$ cat src/rtl/regfile_pkg.sv
// Shared widths, FSM states and request payload for the register-file port arbiter.
package regfile_pkg;

    localparam int unsigned DATA_W   = 32;
    localparam int unsigned ADDR_W   = 5;
    localparam int unsigned NUM_REGS = 32;

    typedef enum logic {
        ST_INIT = 1'b0,
        ST_RUN  = 1'b1
    } state_e;

    typedef enum logic {
        GRANT_A = 1'b0,
        GRANT_B = 1'b1
    } port_e;

    typedef struct packed {
        logic [ADDR_W-1:0] rs1;
        logic [ADDR_W-1:0] rs2;
        logic [ADDR_W-1:0] rd;
        logic              we;
        logic [DATA_W-1:0] wdata;
    } req_t;

endpackage

$ cat src/rtl/rr_arbiter2.sv
// Two-way round-robin arbiter; last_grant only moves on an accepted transfer.
module rr_arbiter2
    import regfile_pkg::*;
(
    input  logic clock,
    input  logic reset,
    input  logic en,
    input  logic valid_a,
    input  logic valid_b,
    input  logic accept,
    output logic grant_a_c,
    output logic grant_b_c
);

    port_e last_grant_q;

    // Grant the sole requester, or the one not granted last under contention.
    always_comb begin
        grant_a_c = 1'b0;
        grant_b_c = 1'b0;
        if (en) begin
            if (valid_a && (!valid_b || (last_grant_q == GRANT_B))) begin
                grant_a_c = 1'b1;
            end else if (valid_b) begin
                grant_b_c = 1'b1;
            end
        end
    end

    // Remember the winner of each accepted transfer; reset favours A first.
    always_ff @(posedge clock or negedge reset) begin
        if (!reset) begin
            last_grant_q <= GRANT_B;
        end else if (accept) begin
            last_grant_q <= grant_b_c ? GRANT_B : GRANT_A;
        end
    end

endmodule

$ cat src/rtl/regfile_port_arbiter.sv
// Shares the single-write dual-read register file between requesters A and B,
// zeroing every register after reset before accepting any request.
module regfile_port_arbiter
    import regfile_pkg::*;
(
    input  logic              clock,
    input  logic              reset,

    input  logic              reqA_valid,
    output logic              reqA_ready,
    input  logic [ADDR_W-1:0] reqA_rs1,
    input  logic [ADDR_W-1:0] reqA_rs2,
    input  logic [ADDR_W-1:0] reqA_rd,
    input  logic              reqA_we,
    input  logic [DATA_W-1:0] reqA_wdata,

    input  logic              reqB_valid,
    output logic              reqB_ready,
    input  logic [ADDR_W-1:0] reqB_rs1,
    input  logic [ADDR_W-1:0] reqB_rs2,
    input  logic [ADDR_W-1:0] reqB_rd,
    input  logic              reqB_we,
    input  logic [DATA_W-1:0] reqB_wdata,

    output logic              respA_valid,
    output logic [DATA_W-1:0] respA_rdata1,
    output logic [DATA_W-1:0] respA_rdata2,
    output logic              respB_valid,
    output logic [DATA_W-1:0] respB_rdata1,
    output logic [DATA_W-1:0] respB_rdata2,

    output logic [ADDR_W-1:0] rf_readSel_1,
    output logic [ADDR_W-1:0] rf_readSel_2,
    output logic [ADDR_W-1:0] rf_writeSel,
    output logic [DATA_W-1:0] rf_data,
    output logic              rf_we,
    input  logic [DATA_W-1:0] rf_readOut_1,
    input  logic [DATA_W-1:0] rf_readOut_2,

    output logic              init_done
);

    state_e            state_q, state_d;
    logic [ADDR_W-1:0] cnt_q, cnt_d;
    logic              init_done_d;
    logic              rf_we_raw;
    logic              grant_a, grant_b;
    logic              accept_a, accept_b;
    req_t              req_a, req_b;

    assign req_a = '{rs1: reqA_rs1, rs2: reqA_rs2, rd: reqA_rd, we: reqA_we, wdata: reqA_wdata};
    assign req_b = '{rs1: reqB_rs1, rs2: reqB_rs2, rd: reqB_rd, we: reqB_we, wdata: reqB_wdata};

    rr_arbiter2 u_arb (
        .clock     (clock),
        .reset     (reset),
        .en        (state_q == ST_RUN),
        .valid_a   (reqA_valid),
        .valid_b   (reqB_valid),
        .accept    (accept_a || accept_b),
        .grant_a_c (grant_a),
        .grant_b_c (grant_b)
    );

    assign reqA_ready = grant_a;
    assign reqB_ready = grant_b;
    assign accept_a   = reqA_valid && grant_a;
    assign accept_b   = reqB_valid && grant_b;

    // Write enable is held off combinationally while reset is asserted.
    assign rf_we = reset && rf_we_raw;

    // State, sweep counter and init flag registers.
    always_ff @(posedge clock or negedge reset) begin
        if (!reset) begin
            state_q   <= ST_INIT;
            cnt_q     <= '0;
            init_done <= 1'b0;
        end else begin
            state_q   <= state_d;
            cnt_q     <= cnt_d;
            init_done <= init_done_d;
        end
    end

    // Next state plus register-file port muxing: zero sweep, then granted request.
    always_comb begin
        state_d      = state_q;
        cnt_d        = cnt_q;
        init_done_d  = init_done;
        rf_we_raw    = 1'b0;
        rf_readSel_1 = '0;
        rf_readSel_2 = '0;
        rf_writeSel  = '0;
        rf_data      = '0;
        case (state_q)
            ST_INIT: begin
                rf_we_raw   = 1'b1;
                rf_writeSel = cnt_q;
                cnt_d       = cnt_q + ADDR_W'(1);
                if (cnt_q == ADDR_W'(NUM_REGS - 1)) begin
                    state_d     = ST_RUN;
                    init_done_d = 1'b1;
                end
            end
            ST_RUN: begin
                if (grant_a) begin
                    rf_readSel_1 = req_a.rs1;
                    rf_readSel_2 = req_a.rs2;
                    rf_writeSel  = req_a.rd;
                    rf_data      = req_a.wdata;
                    rf_we_raw    = req_a.we;
                end else if (grant_b) begin
                    rf_readSel_1 = req_b.rs1;
                    rf_readSel_2 = req_b.rs2;
                    rf_writeSel  = req_b.rd;
                    rf_data      = req_b.wdata;
                    rf_we_raw    = req_b.we;
                end
            end
            default: begin
                state_d = ST_INIT;
            end
        endcase
    end

    // Capture read data for the accepted requester; valid pulses for one cycle.
    always_ff @(posedge clock or negedge reset) begin
        if (!reset) begin
            respA_valid  <= 1'b0;
            respB_valid  <= 1'b0;
            respA_rdata1 <= '0;
            respA_rdata2 <= '0;
            respB_rdata1 <= '0;
            respB_rdata2 <= '0;
        end else begin
            respA_valid <= accept_a;
            respB_valid <= accept_b;
            if (accept_a) begin
                respA_rdata1 <= rf_readOut_1;
                respA_rdata2 <= rf_readOut_2;
            end
            if (accept_b) begin
                respB_rdata1 <= rf_readOut_1;
                respB_rdata2 <= rf_readOut_2;
            end
        end
    end

endmodule
$ cat config.mk
export PLATFORM = sky130hd
export DESIGN_NAME = regfile_port_arbiter
export DESIGN_NICKNAME = d
export VERILOG_FILES = /design/src/rtl/regfile_pkg.sv /design/src/rtl/rr_arbiter2.sv /design/src/rtl/regfile_port_arbiter.sv
export SDC_FILE = /design/constraint.sdc
export NUM_CORES = 1
export LEC_CHECK = 0
export ABC_AREA = 1
export BUFFER_PORTS_ARGS = -buffer_cell sky130_fd_sc_hd__buf_2
export CORE_AREA = 10 10 127 129
export CTS_BUF_LIST = sky130_fd_sc_hd__clkbuf_4 sky130_fd_sc_hd__clkbuf_8
export DETAILED_ROUTE_END_ITERATION = 16
export DIE_AREA = 0 0 137 139
export GPL_TIMING_DRIVEN = 0
export HOLD_SLACK_MARGIN = 0.05
export PLACE_DENSITY = 0.88
export SYNTH_ARGS = -nofsm -noshare
export SYNTH_HDL_FRONTEND = slang
export SYNTH_SLANG_ARGS = --single-unit
$ cat constraint.sdc
create_clock -name clock -period 2.55 [get_ports clock]
set_input_delay 0.51 -clock clock [delete_from_list [all_inputs] [get_ports clock]]
set_output_delay 0.51 -clock clock [all_outputs]
set_load 0.03 [all_outputs]
# Word-level counts from Yosys, hierarchy flattened
# Index checks and enable logic that the tools add are counted.
op_classes:
  n_eq_ne: 1
  reduce_logical: 8
  add_sub_neg: 1
  n_mux: 23
  bitwise: 1
op_table:
  columns: ["cell", "n"]
  rows:
  - ["$mux 32", 3]
  - ["$mux 5", 8]
  - ["$mux 1", 10]
  - ["$pmux 5 s2", 1]
  - ["$add 5x1->5 const B", 1]
  - ["$eq 5x5->1 const B", 1]
  - ["$logic_and 1x1->1", 4]
  - ["$logic_or 1x1->1", 2]
  - ["$pmux 1 s2", 1]
  - ["$reduce_and 2->1", 1]
  - ["$logic_not 1->1", 1]
  - ["$not 1->1", 1]
totals:
  reg_bits: 138
  output_inout_bits: 181
  inputBits: 164
  wordCells: 44

# Logic depth before layout (Yosys ltp)
logic_depth:
  depth_word: 9
  depth_mapped: 9
  depth_no_buf: 7

# Hierarchy
# A second synthesis with hierarchy kept.
unflattened:
  cells_unflattened: 698
  area_unflattened_um2: 5928.2
modules_own_cells:
  columns: ["mod", "seq_area_each_um2", "area_per_inst_um2", "instances", "cells_each"]
  rows:
  - ["regfile_port_arbiter", 3428.3, 5855.6, 1, 686]
  - ["rr_arbiter2", 26.3, 72.6, 1, 12]

# Worst setup path after synthesis
# Ideal clock, no wire load.
synth_timing:
  kind: "reg-to-output"
  startpoint: "register u_arb.last_grant_q"
  endpoint: "output rf_data[10]"
  arrival_time_ns: 1.397
  path_buffers: 2
  slack_ns: 0.643
  stages_incl_launch_ff: 9
  required_time_ns: 2.040
  path_cell_list: "dfstp_2 -> inv_1 -> nand2_2 -> nand2_2 -> nor2_4 -> buf_4 -> buf_2 -> nand2_1 -> nand2_1"
synth_between:
  elab_chain_cells: 7
  elab_cells_between_ends: 9
  classes_between: "7 x mux; 2 x reduce/logical"
synth_lines:
  columns: ["element", "line_no", "text"]
  rows:
  - ["start, declared", "rr_arbiter2.sv:15", "port_e last_grant_q;"]
  - ["start signal, assigned", "rr_arbiter2.sv:35", "last_grant_q <= grant_b_c ? GRANT_B : GRANT_A;"]
  - ["$logic_or 1x1->1 (*)", "rr_arbiter2.sv:22", "if (valid_a && (!valid_b || (last_grant_q == GRANT_B))) begin"]
  - ["$logic_and 1x1->1 (*)", "rr_arbiter2.sv:22", null]
  - ["$mux 1", "rr_arbiter2.sv:22", null]
  - ["$mux 1", "rr_arbiter2.sv:21", "if (en) begin"]
  - ["$mux 32", "regfile_port_arbiter.sv:113", "end else if (grant_b) begin"]
  - ["$mux 32 (*)", "regfile_port_arbiter.sv:107", "if (grant_a) begin"]
  - ["$mux 32 (*)", "regfile_port_arbiter.sv:96", "case (state_q)"]
  - ["end, declared", "regfile_port_arbiter.sv:35", "output logic [DATA_W-1:0] rf_data,"]
# Mark *: on every way between the ends. The rest lies on a longest branch, timed or not.

# Worst setup path in the final report
layout_timing:
  startpoint: "register u_arb.last_grant_q"
  endpoint: "output rf_data[11]"
# Same word-level chain as after synthesis.

==> qor.txt <==
Setup crit end kind: output port
worst slew pin tran: 0.512 ns
Routed Wire Length: 21900 um
CP most frequent cell: nand2_1
reg-to-reg startpoint: u_arb.last_grant_q$_DFFE_PN1P_
RSZ-0062 raised after global routing: false
DIE WIDTH: 137 um
Initial Util: 44.8%
DRT Pass-1 Iters: 5
Post-Synthesis Cells: 682
CP max stage cell: dfstp_2
Synth async-reset ratio: 100%
Post-Syn Area: 6130 um^2
pins over their slew limit: 0
Fillers: 1138
Yosys Warn Count: 0
clk sinks: 138
Yosys cell types: 25
Worst Hold Depth: 3
reg-to-reg setup timing slack: 0.91 ns
top cell type by total area after synthesis: dfrtp_1
core area: 13700 um^2
worst slack at placement: 0.190 ns
n_diodes: 0
# IOs: 345
DP Wirelength: 17100 um
synthesized area per cell: 8.98 um^2
final instance area: 8650 um^2
CP Buf/Inv Count: 4
hold path start: rf_readOut_1[12]
initial antenna violation count: 0
CP startpoint kind: register
DR vias/cell: 4.73
HP Class: input pin to register
Clock Skews: 0.00760 ns
placed cells: 1207
final worst hold slack: 0.309 ns
DRC viols: 0
drt wl/cell: 17.6 um
critical path's top delay family: buffers and inverters
First DRT Iteration DRCs: 332
layout cell share with drive strength beyond 1: 45.0%
clock root buffer master: clkbuf_8
status: finished, final reports clean
critical path data arrival time: 1.93 ns
via count: 5898
slew margin rel.: 65.9%
maxcap violations: 0
Max VDD drop: 0.000573 V
FF+latch count, synth: 138
global router's overall resource usage: 22.1%
Reg2Reg Depth: 10
clock latency on the worst-skew pair: 0.45 ns
vias in the first global route: 6012
register area share after synthesis: 56.4%
total die area: 19000 um^2
PD cells: 733 nW/um^2
TritonCTS Buffers: 17
Die Span Y: 139 um
Post-synth EDFFs: 0
worst-path cell chain: inv_1 -> nand2_2 -> nand2_4 -> nor2_4 -> buf_6 -> buf_4 -> nand2_1 -> nand2_1 -> buf_2
Remaining Overflow, GRT: 0
worst flop-to-flop path endpoint: respA_rdata2[23]$_DFFE_PN0P_
NumNets Final: 1221
Reg clk slew, reported paths: 0.08 ns
top-area cell type share of the netlist area: 56.0%
WHS Endpoint: respB_rdata1[12]$_DFFE_PN0P_
Largest stage delay, worst path: 0.53 ns
ANT nets after route: 0
CP max FO: 10
largest net degree at the start of global routing: 79
Final Hold Viols: 0
Routability Congestion: 0.897
net count after synthesis: 848
LEAKAGE: 5.03 nW
Synth Flop Type: dfrtp_1
clock tree buffer depth: 2
count of final setup violators: 0
final worst setup slack: 0.113 ns
Cell Rows: 43
Final min period: 2.44 ns
H-tree Lvls: 4
first-pass GRT wire length: 33200 um
worst setup path class: register to output port
FMAX: 0.410 GHz
input/output buffers: 344
CTS tree: built
fin crit share: 95.6%
non-filler cells, final: 1248
Post-DP Area: 8110 um^2
Crit path required time: 2.04 ns
area grow syn2layout: 41.2%
top cells by area, synth: dfrtp_1 (56%), nand2_1 (17%), o21ai_2 (7.0%)
[tightest hold or removal path, cell delays in order]
cell and delay [ns]:
buf_2 0.09, inv_1 0.05, o21ai_1 0.06
[report_power, final]
group          internal (mW)  total, mW  switching (mW)
Combinational          0.621       2.02            1.40
Clock                  0.839       1.70           0.856
Sequential              2.47       2.63           0.156
Total                   3.93       6.34            2.41
[layer usage]
layer	up-vias	track usage [%]	part of all wire, %
met4	0	5.05	1.4
met3	26	10.1	11
met5	-	0	0
met2	250	36.7	49
met1	2762	25.3	38
li1	2860	-	-
[timing repair]
item	CTS	global route
resized for setup	13	11
hold buffers	2	0
hold endpoints to repair	61	0
pin swaps	1	2
endpoints found under the setup margin	20	34
cloned	0	1
setup buffers	1	5
[cell usage after synthesis (2+ instances only)]
cell type  instances
buf_2              6
buf_4              8
buf_6             22
clkbuf_1           2
dfrtp_1          137
ha_1               2
inv_1             71
inv_2              3
nand2_1          278
nand2_2            3
nand3_1            7
nor2_1             3
o21ai_0           20
o21ai_1           60
o21ai_2           49
xnor2_1            2
[logic make-up after synthesis]
logic type               Yosys count  synth area share [%]
XOR/XNOR                           3                 0.429
buffers and inverters            114                  10.5
adder cells (fa/ha/maj)            2                 0.408
flip-flops                       138                  56.4
AO/OA/AOI/OAI                    131                  13.7
AND/OR/NAND/NOR                  294                  18.5
[cell type report]
type	instances	area [um^2]	share of cell area, %
inverter	75	284	3.28
sequential	138	3450	39.9
timing repair buffer	354	1900	21.9
multi-input combinational	430	2040	23.5
clock buffer	20	275	3.18
tap	180	225	2.60
clock inverter	12	97.6	1.13
buffer	39	378	4.37
[worst max path at each step]
stage                                    from           to  slack (ns)  cells past startpoint
2_1_floorplan  u_arb.last_grant_q$_DFFE_PN1P_  rf_data[10]        0.64                      8
3_3_place_gp                            reset        rf_we       -1.30                      4
3_5_place_dp                            reset        rf_we        0.19                      5
4_1_cts        u_arb.last_grant_q$_DFFE_PN1P_  rf_data[14]      -0.007                      9
5_1_grt        u_arb.last_grant_q$_DFFE_PN1P_   rf_data[4]      0.0003                      9
6_report       u_arb.last_grant_q$_DFFE_PN1P_  rf_data[11]        0.11                      9
[cells in the final DEF, fill, tap and decap left out, types with 2 or more instances in the layout]
cell / count
buf_2: 331
nand2_1: 278
dfrtp_1: 137
inv_1: 71
o21ai_1: 60
o21ai_2: 49
buf_6: 25
buf_4: 25
o21ai_0: 20
clkbuf_8: 20
nand3_1: 7
clkinv_2: 7
clkbuf_4: 5
inv_2: 3
nor2_1: 3
nand2_4: 2
clkbuf_1: 2
xnor2_1: 2
ha_1: 2
clkinvlp_4: 2
buf_16: 2
[flip-flops by register name, indices dropped and copies added (netlist names)]
name	count
respA_rdata1	32
respA_valid	1
cnt_q	5
u_arb.last_grant_q	1
state_q	1
respA_rdata2	32
respB_rdata2	32
respB_valid	1
init_done	1
respB_rdata1	32
[metrics by stage]
step | TNS, ns | power (mW) | util [%]
after floorplan | 0 | 3.90 | -
after global placement | -125.82 | 4.60 | 59.1
after detailed placement | 0 | 4.66 | 59.3
after CTS | -0.0151 | 6.36 | 62.6
after global routing | 0 | 6.64 | 63.3
final | 0 | 6.34 | 63.3
Note: power is estimated with default switching activity, not from simulation.
